==> config.mk <==
export PLATFORM = sky130hd
export DESIGN_NAME = lsu_ctrl
export DESIGN_NICKNAME = d
export VERILOG_FILES = /design/src/rtl/lsu_pkg.sv /design/src/rtl/lsu_align_check.sv /design/src/rtl/lsu_ctrl.sv
export SDC_FILE = /design/constraint.sdc
export NUM_CORES = 1
export LEC_CHECK = 0
export BUFFER_PORTS_ARGS = -buffer_cell sky130_fd_sc_hd__buf_2
export CORE_MARGIN = 5
export CORE_UTILIZATION = 30
export DETAILED_ROUTE_END_ITERATION = 6
export GPL_TIMING_DRIVEN = 0
export PLACE_DENSITY_LB_ADDON = 0.3
export SYNTH_ARGS = -nofsm -noshare
export SYNTH_HDL_FRONTEND = slang
export SYNTH_SLANG_ARGS = --single-unit
==> constraint.sdc <==
create_clock -name clk -period 2.8 [get_ports clk]
set_input_delay 0.14 -clock clk [delete_from_list [all_inputs] [get_ports clk]]
set_output_delay 0.14 -clock clk [all_outputs]
set_load 0.02 [all_outputs]
==> src/rtl/lsu_pkg.sv <==
// lsu_pkg: shared definitions for the load/store control slice.
//   - state_t : controller states IDLE, ACCESS, RESP
//   - F3_*    : funct3 encodings of the supported load/store widths
//   - TAG_W   : width of the destination-register tag
package lsu_pkg;

    localparam int TAG_W = 5;

    localparam logic [2:0] F3_B  = 3'b000;
    localparam logic [2:0] F3_H  = 3'b001;
    localparam logic [2:0] F3_W  = 3'b010;
    localparam logic [2:0] F3_BU = 3'b100;
    localparam logic [2:0] F3_HU = 3'b101;

    typedef enum logic [1:0] {
        IDLE   = 2'd0,
        ACCESS = 2'd1,
        RESP   = 2'd2
    } state_t;

endpackage

==> src/rtl/lsu_align_check.sv <==
// lsu_align_check: combinational legality check for one load/store request.
// Ports:
//   we      in  1 = store, 0 = load
//   funct3  in  access width / signedness encoding
//   addr    in  low two bits of the byte address
//   illegal out 1 when funct3 is unsupported for the direction or the
//               address is misaligned for the access width
module lsu_align_check
    import lsu_pkg::*;
(
    input  logic       we,
    input  logic [2:0] funct3,
    input  logic [1:0] addr,
    output logic       illegal
);

    always_comb begin
        illegal = 1'b0;
        if (we) begin
            // Stores have no unsigned variants: only SB/SH/SW exist.
            case (funct3)
                F3_B:    illegal = 1'b0;
                F3_H:    illegal = addr[0];
                F3_W:    illegal = |addr;
                default: illegal = 1'b1;
            endcase
        end else begin
            case (funct3)
                F3_B, F3_BU: illegal = 1'b0;
                F3_H, F3_HU: illegal = addr[0];
                F3_W:        illegal = |addr;
                default:     illegal = 1'b1;
            endcase
        end
    end

endmodule

==> src/rtl/lsu_ctrl.sv <==
// lsu_ctrl: single-outstanding load/store controller between the EX stage,
// the data memory and writeback.
// Ports:
//   clk, reset                 clock, asynchronous active-high reset
//   req_valid/req_ready        request handshake (ready only in IDLE)
//   req_we, req_funct3         direction and width of the access
//   req_addr, req_wdata        byte address and store data
//   req_rd                     destination tag, returned on rsp_rd
//   rsp_valid/rsp_ready        response handshake
//   rsp_rdata, rsp_rd, rsp_err load result (0 for stores/errors), tag, error
//   MemRead, MemWrite          one-cycle memory strobes (ACCESS only)
//   a, wd, Funct3              memory address/write data/funct3 (0 outside ACCESS)
//   mem_rdata                  memory read data, already extended by the memory
module lsu_ctrl
    import lsu_pkg::*;
#(
    parameter int DM_ADDRESS = 9,
    parameter int DATA_W     = 32
) (
    input  logic                  clk,
    input  logic                  reset,
    input  logic                  req_valid,
    output logic                  req_ready,
    input  logic                  req_we,
    input  logic [2:0]            req_funct3,
    input  logic [DM_ADDRESS-1:0] req_addr,
    input  logic [DATA_W-1:0]     req_wdata,
    input  logic [TAG_W-1:0]      req_rd,
    output logic                  rsp_valid,
    input  logic                  rsp_ready,
    output logic [DATA_W-1:0]     rsp_rdata,
    output logic [TAG_W-1:0]      rsp_rd,
    output logic                  rsp_err,
    output logic                  MemRead,
    output logic                  MemWrite,
    output logic [DM_ADDRESS-1:0] a,
    output logic [DATA_W-1:0]     wd,
    output logic [2:0]            Funct3,
    input  logic [DATA_W-1:0]     mem_rdata
);

    state_t                  state;
    logic                    illegal;
    logic                    accept;
    logic                    in_access;

    logic                    we_p1;
    logic [2:0]              funct3_p1;
    logic [DM_ADDRESS-1:0]   addr_p1;
    logic [DATA_W-1:0]       wdata_p1;
    logic [TAG_W-1:0]        rd_p1;
    logic                    err_p1;
    logic [DATA_W-1:0]       rdata_p2;

    lsu_align_check u_align (
        .we      (req_we),
        .funct3  (req_funct3),
        .addr    (req_addr[1:0]),
        .illegal (illegal)
    );

    assign req_ready = (state == IDLE);
    assign accept    = req_valid && req_ready;
    assign in_access = (state == ACCESS);

    // Stage p1: request captured on acceptance; illegal requests skip ACCESS.
    // Stage p2: load data captured at the end of ACCESS. rdata_p2 is cleared
    // on every acceptance so stores and errors answer with zero.
    always_ff @(posedge clk or posedge reset) begin
        if (reset) begin
            state     <= IDLE;
            we_p1     <= 1'b0;
            funct3_p1 <= '0;
            addr_p1   <= '0;
            wdata_p1  <= '0;
            rd_p1     <= '0;
            err_p1    <= 1'b0;
            rdata_p2  <= '0;
        end else begin
            case (state)
                IDLE: begin
                    if (accept) begin
                        we_p1     <= req_we;
                        funct3_p1 <= req_funct3;
                        addr_p1   <= req_addr;
                        wdata_p1  <= req_wdata;
                        rd_p1     <= req_rd;
                        err_p1    <= illegal;
                        rdata_p2  <= '0;
                        state     <= illegal ? RESP : ACCESS;
                    end
                end
                ACCESS: begin
                    if (!we_p1) begin
                        rdata_p2 <= mem_rdata;
                    end
                    state <= RESP;
                end
                RESP: begin
                    if (rsp_ready) begin
                        state <= IDLE;
                    end
                end
                default: state <= IDLE;
            endcase
        end
    end

    // Memory-side outputs decode straight from state, so an asynchronous
    // reset during ACCESS drops the strobe without waiting for a clock edge.
    assign MemRead  = in_access && !we_p1;
    assign MemWrite = in_access &&  we_p1;
    assign a        = in_access ? addr_p1   : '0;
    assign wd       = in_access ? wdata_p1  : '0;
    assign Funct3   = in_access ? funct3_p1 : '0;

    assign rsp_valid = (state == RESP);
    assign rsp_rdata = rdata_p2;
    assign rsp_rd    = rd_p1;
    assign rsp_err   = err_p1;

endmodule

# ---- Yosys cells after proc, flatten, opt, wreduce, memory -nomap -nowiden
# Cells that the tools add are included.
dict set report word_totals {
  ff_bits 85
  latchBits 0
  mem_bits_rw 0
  rom_bits 0
  out_inout_bits 86
  elab_cells 43
  n_memories 0
}
dict set report classes {
  n_addsub 0
  n_mul 0
  n_div 0
  magnitude_cmp 0
  eq_ne 9
  shift 0
  muxes 13
  bitwise 0
  n_reduce_logical 13
}
# operator count
set op_table {}
lappend op_table {{2-to-1 mux 32 bit} 3}
lappend op_table {{case mux 32 bit (2 select lines)} 1}
lappend op_table {{2-to-1 mux 9 bit} 1}
lappend op_table {{equality test 3 bit, second input constant} 2}
lappend op_table {{2-to-1 mux 2 bit} 3}
lappend op_table {{case mux 1 bit (3 select lines)} 2}
lappend op_table {{case mux 2 bit (3 select lines)} 1}
lappend op_table {{OR reduction 2 bit} 3}
lappend op_table {{!= test 2 x 1 -> 1 bit, second input constant} 2}
lappend op_table {{AND reduction 2 bit} 2}
lappend op_table {{equality test 3 x 1 -> 1 bit, second input constant} 1}
lappend op_table {{equality test 3 x 2 -> 1 bit, second input constant} 1}
lappend op_table {{logical AND 1 bit} 3}
lappend op_table {{logical NOT 3 bit} 1}
lappend op_table {{2-to-1 mux 3 bit} 1}
lappend op_table {{AND reduction 3 bit} 1}
lappend op_table {{equality test 2 x 1 -> 1 bit, second input constant} 1}
lappend op_table {{equality test 2 bit, second input constant} 1}
lappend op_table {{logical NOT 2 bit} 1}
lappend op_table {{!= test 2 bit, second input constant} 1}
lappend op_table {{nonzero test 2 bit} 1}
lappend op_table {{logical NOT 1 bit} 1}
lappend op_table {{2-to-1 mux 1 bit} 1}

# ---- Longest topological paths before layout
dict set report depth {
  ltp_word 7
  ltp_mapped 5
  ltp_nobuf 3
}

# ---- Modules after synthesis
# A second synthesis with hierarchy kept.
dict set report hier_totals {
  hier_cells 353
  area_unflattened_um2 3932.5
}
# mod n_inst cells_per_inst area_per_inst_um2
set by_module_without_submodules {}
lappend by_module_without_submodules {lsu_ctrl 1 350 3901.2}
lappend by_module_without_submodules {lsu_align_check 1 3 31.3}

# ---- Worst setup path after synthesis
# OpenSTA, ideal clock, no wires.
dict set report synth_path {
  path_kind {reg2reg}
  from {register state[1]}
  to {register addr_p1[0]}
  setup_time_ns 0.125
  t_arrival_ns 1.443
  required_ns 2.675
  slack_ns 1.233
  stages_incl_launch_ff 5
  n_path_buf 2
  path_cell_list {dfrtp_1 buf_6 nor3b_4 buf_6 mux2_2}
}
dict set report synth_via {
  elab_chain_cells 3
}
# element line
set synth_rtl {}
lappend synth_rtl {{start: declaration} lsu_ctrl.sv:42} ;# state_t state;
lappend synth_rtl {{start signal: assignment} lsu_ctrl.sv:90} ;# state <= illegal ? RESP : ACCESS;
lappend synth_rtl {{logical NOT 2 bit (*)} {lsu_ctrl.sv:62, lsu_ctrl.sv:80}}
lappend synth_rtl {{logical AND 1 bit} lsu_ctrl.sv:63} ;# assign accept = req_valid && req_ready;
lappend synth_rtl {{AND reduction 2 bit (no source line) (*)} -}
lappend synth_rtl {{end signal: assignment} lsu_ctrl.sv:85} ;# addr_p1 <= req_addr;
lappend synth_rtl {{end: declaration} lsu_ctrl.sv:49} ;# logic [DM_ADDRESS-1:0] addr_p1;
# Every way passes the cells marked *; elsewhere a longest branch is shown, timed or not.
# A chain may end at the register's enable or synchronous reset.

# ---- Final worst setup path
dict set report layout_path {
  from {register state[0]}
  to {output port wd[4]}
}
dict set report layout_via {
  elab_chain_cells 2
}
# element line
set layout_rtl {}
lappend layout_rtl {{equality test 2 x 1 -> 1 bit} lsu_ctrl.sv:64} ;# assign in_access = (state == ACCESS);
lappend layout_rtl {{2-to-1 mux 32 bit} lsu_ctrl.sv:114} ;# assign wd = in_access ? wdata_p1 : '0;
lappend layout_rtl {{end: declaration} lsu_ctrl.sv:37} ;# output logic [DATA_W-1:0] wd,
# Every way passes these cells.

==> metrics.txt <==
reg2reg path depth=4; Pins Over Slew Limit=0; CTS tree=built; Hold WC Path Type=in2reg; period utilisation layout=80.1%; cell breakdown of the critical path=nor2b_1, clkbuf_1, and2_1, buf_2; gr ovfl total=0; DRT Pass-1 Iters=4; top_reg_cell synth=dfrtp_1; largest net degree at the start of global routing=50; antenna cells=0; Vias=2554; relative slew slack=56.6%; Layout area overhead=38.2%; result of the run=complete, no violations; post-CTS setup buffer count=0; CTS Hold Buffers Added=1; worst stage delay on the critical path=560 ps; dominant cells by area after synthesis=dfrtp_1, mux2_2, and2_1; Synth Area per Inst=14.4 um^2; WP buf/inv=2; number of global-route vias before repair=2839; Post-synth EDFFs=0; final wirelength=8.56 mm; Root Driver=clkbuf_16; Leakage=2.55 nW; Tmin final=2240 ps; power density cells=873 nW/um^2; PortBufs=171; die height=118 um; H-tree Lvls=3; CTS resizes=0; DR WL/cell=14.9 um; max_cap viols=0; row cnt=39; All-Layer GR Usage=12.5%; hold path startpoint=mem_rdata[23]; FF-to-FF End=wdata_p1[4]; skew final=5.04 ps; FMAX=446 MHz; Initial Util=30.6%; DRC Markers=0; crit path from=state[0]; VDD IR max=433 uV; Mapped Area=3510 um^2; Async SR Flop Fraction=100%; delay-heaviest family, CP=simple AND/OR/NAND/NOR gates; Max Root-Sink Buffers=2; reg2reg start=state[1]; #FFs+latches synth=85; Core Region=11500 um^2; layout cell share with drive strength beyond 1=58.9%; Critical Path Sink Type=output port; first-pass GRT wire length=14.3 mm; DRT iter0 DRCs=106; Post-Route Setup TNS=0 ps; Worst-path clk slew=60 ps; syn nets=329; reg-to-reg slack, setup=1010 ps; most common cell in the netlist=dfrtp_1; clock sinks=85; Min-Delay Endpoint=rsp_rdata[23]; post-synth cell types=17; initial antenna violation count=0; Skew-Pair Late Insertion Delay=330 ps; post-synthesis sequential area ratio=60.6%; Final HPWL DP=6.54 mm; cell taking the most area after synthesis=dfrtp_1; NumNets Final=513; Top Ports=172; Worst Tran Pin Value=650 ps; Synth Warn #=0; WP data required=2660 ps; RSZ-0062 raised after global routing=no; Startpoint Class=flop; Critical Path AT=2100 ps; Final Hold Fails=0; Hold Path Stages=2; via-per-instance ratio=4.45; die width=118 um; routability cong.=0.719; die area=14000 um^2; worst-path fanout max=10; CTS Buf Count=9; # setup viols final=0; top cell type's share of synthesized area=60.6%; Post-DRT Antenna Nets=0; Syn Inst Count=243; CP Class=reg2out; Pwr Total=0.00423 W; top post-synthesis cells by count=dfrtp_1, mux2_2, and2_1, a22o_1, buf_6; CP max stage cell=nor2b_1
-- final cells by class --
cell class	instances	area, um^2
Fill cell	1098	6620
Sequential cell	85	2130
Multi-Input combinational cell	141	1250
Timing Repair Buffer	173	893
Clock buffer	10	239
Tap cell	143	179
Buffer	16	131
Clock inverter	5	27.5
Inverter	1	6.26
-- layout by cell type, fill, tap and decap left out --
master / Yosys / routed
buf_2: 3 / 174
dfrtp_1: 85 / 85
mux2_2: 51 / 51
and2_1: 45 / 45
a22o_1: 32 / 32
buf_6: 9 / 9
clkbuf_16: 0 / 9
clkbuf_1: 4 / 4
clkinv_2: 0 / 4
nor2b_1: 3 / 3
nor3b_4: 2 / 2
nor2_1: 2 / 2
nor2_4: 1 / 1
inv_4: 0 / 1
a221oi_1: 1 / 1
nor4_1: 1 / 1
nor3b_1: 1 / 1
o21ai_0: 1 / 1
o31a_1: 1 / 1
clkbuf_8: 0 / 1
clkinvlp_4: 0 / 1
dlygate4sd3_1: 0 / 1
buf_16: 0 / 1
-- registers in the layout, indices dropped and copies added (netlist names) --
register   cells
rsp_rdata     32
wdata_p1      32
addr_p1        9
rsp_rd         5
funct3_p1      3
state          2
rsp_err        1
we_p1          1
-- report_power, final --
group          switching (W)  total [W]  internal [W]  leakage (nW)
logic               0.000618    0.00128      0.000660          1.36
clock network       0.000452    0.00107      0.000613         0.134
registers           0.000207    0.00189       0.00168          1.06
total                0.00128    0.00423       0.00296          2.55
-- how the worst max path moves through the flow --
stage | end | cells past startpoint | slack [ps]
global placement | addr_p1[5] | 2 | -520
CTS | wd[4] | 4 | 460
global route | wd[4] | 4 | 300
finish | wd[4] | 4 | 560
floorplan | addr_p1[0] | 1 | 470
detailed placement | wd[4] | 4 | 830
-- logic make-up (layout without fill, tap and decap cells) --
kind of cell           after synthesis  count (layout)  synth area share [%]
AOI/OAI and AO/OA                   35              35                  8.63
buffers and inverters               17             205                  3.85
muxes                               51              51                  16.4
and+or+nand+nor                     55              55                  10.6
DFF                                 85              85                  60.6
-- metal layers --
metal / routed length (um) / track usage, % / up-vias
li1: - / - / 1223
met1: 3750 / 15.9 / 1232
met2: 4040 / 19.6 / 95
met3: 711 / 5.01 / 4
met4: 59 / 4.09 / 0
met5: 0 / 0 / -
-- worst register-to-register path, cell delays in order (launching register included) --
cell	delay, ps
dfrtp_1	370
buf_6	140
nor3b_4	570
buf_6	250
mux2_2	350
-- metrics by stage --
step | cell area [um^2] | setup slack (ps) | std cells | hold WS (ps) | utilization [%]
floorplan | 3510 | 467 | 243 | 280 | -
global placement | 4540 | -519 | 557 | 363 | 39.6
detailed placement | 4570 | 829 | 558 | 201 | 39.9
CTS | 4850 | 464 | 574 | 12.1 | 42.3
global route | 4850 | 300 | 574 | 14.4 | 42.3
finish | 4850 | 558 | 574 | 31.5 | 42.3
No activity file was read; power rests on OpenSTA's default activity.
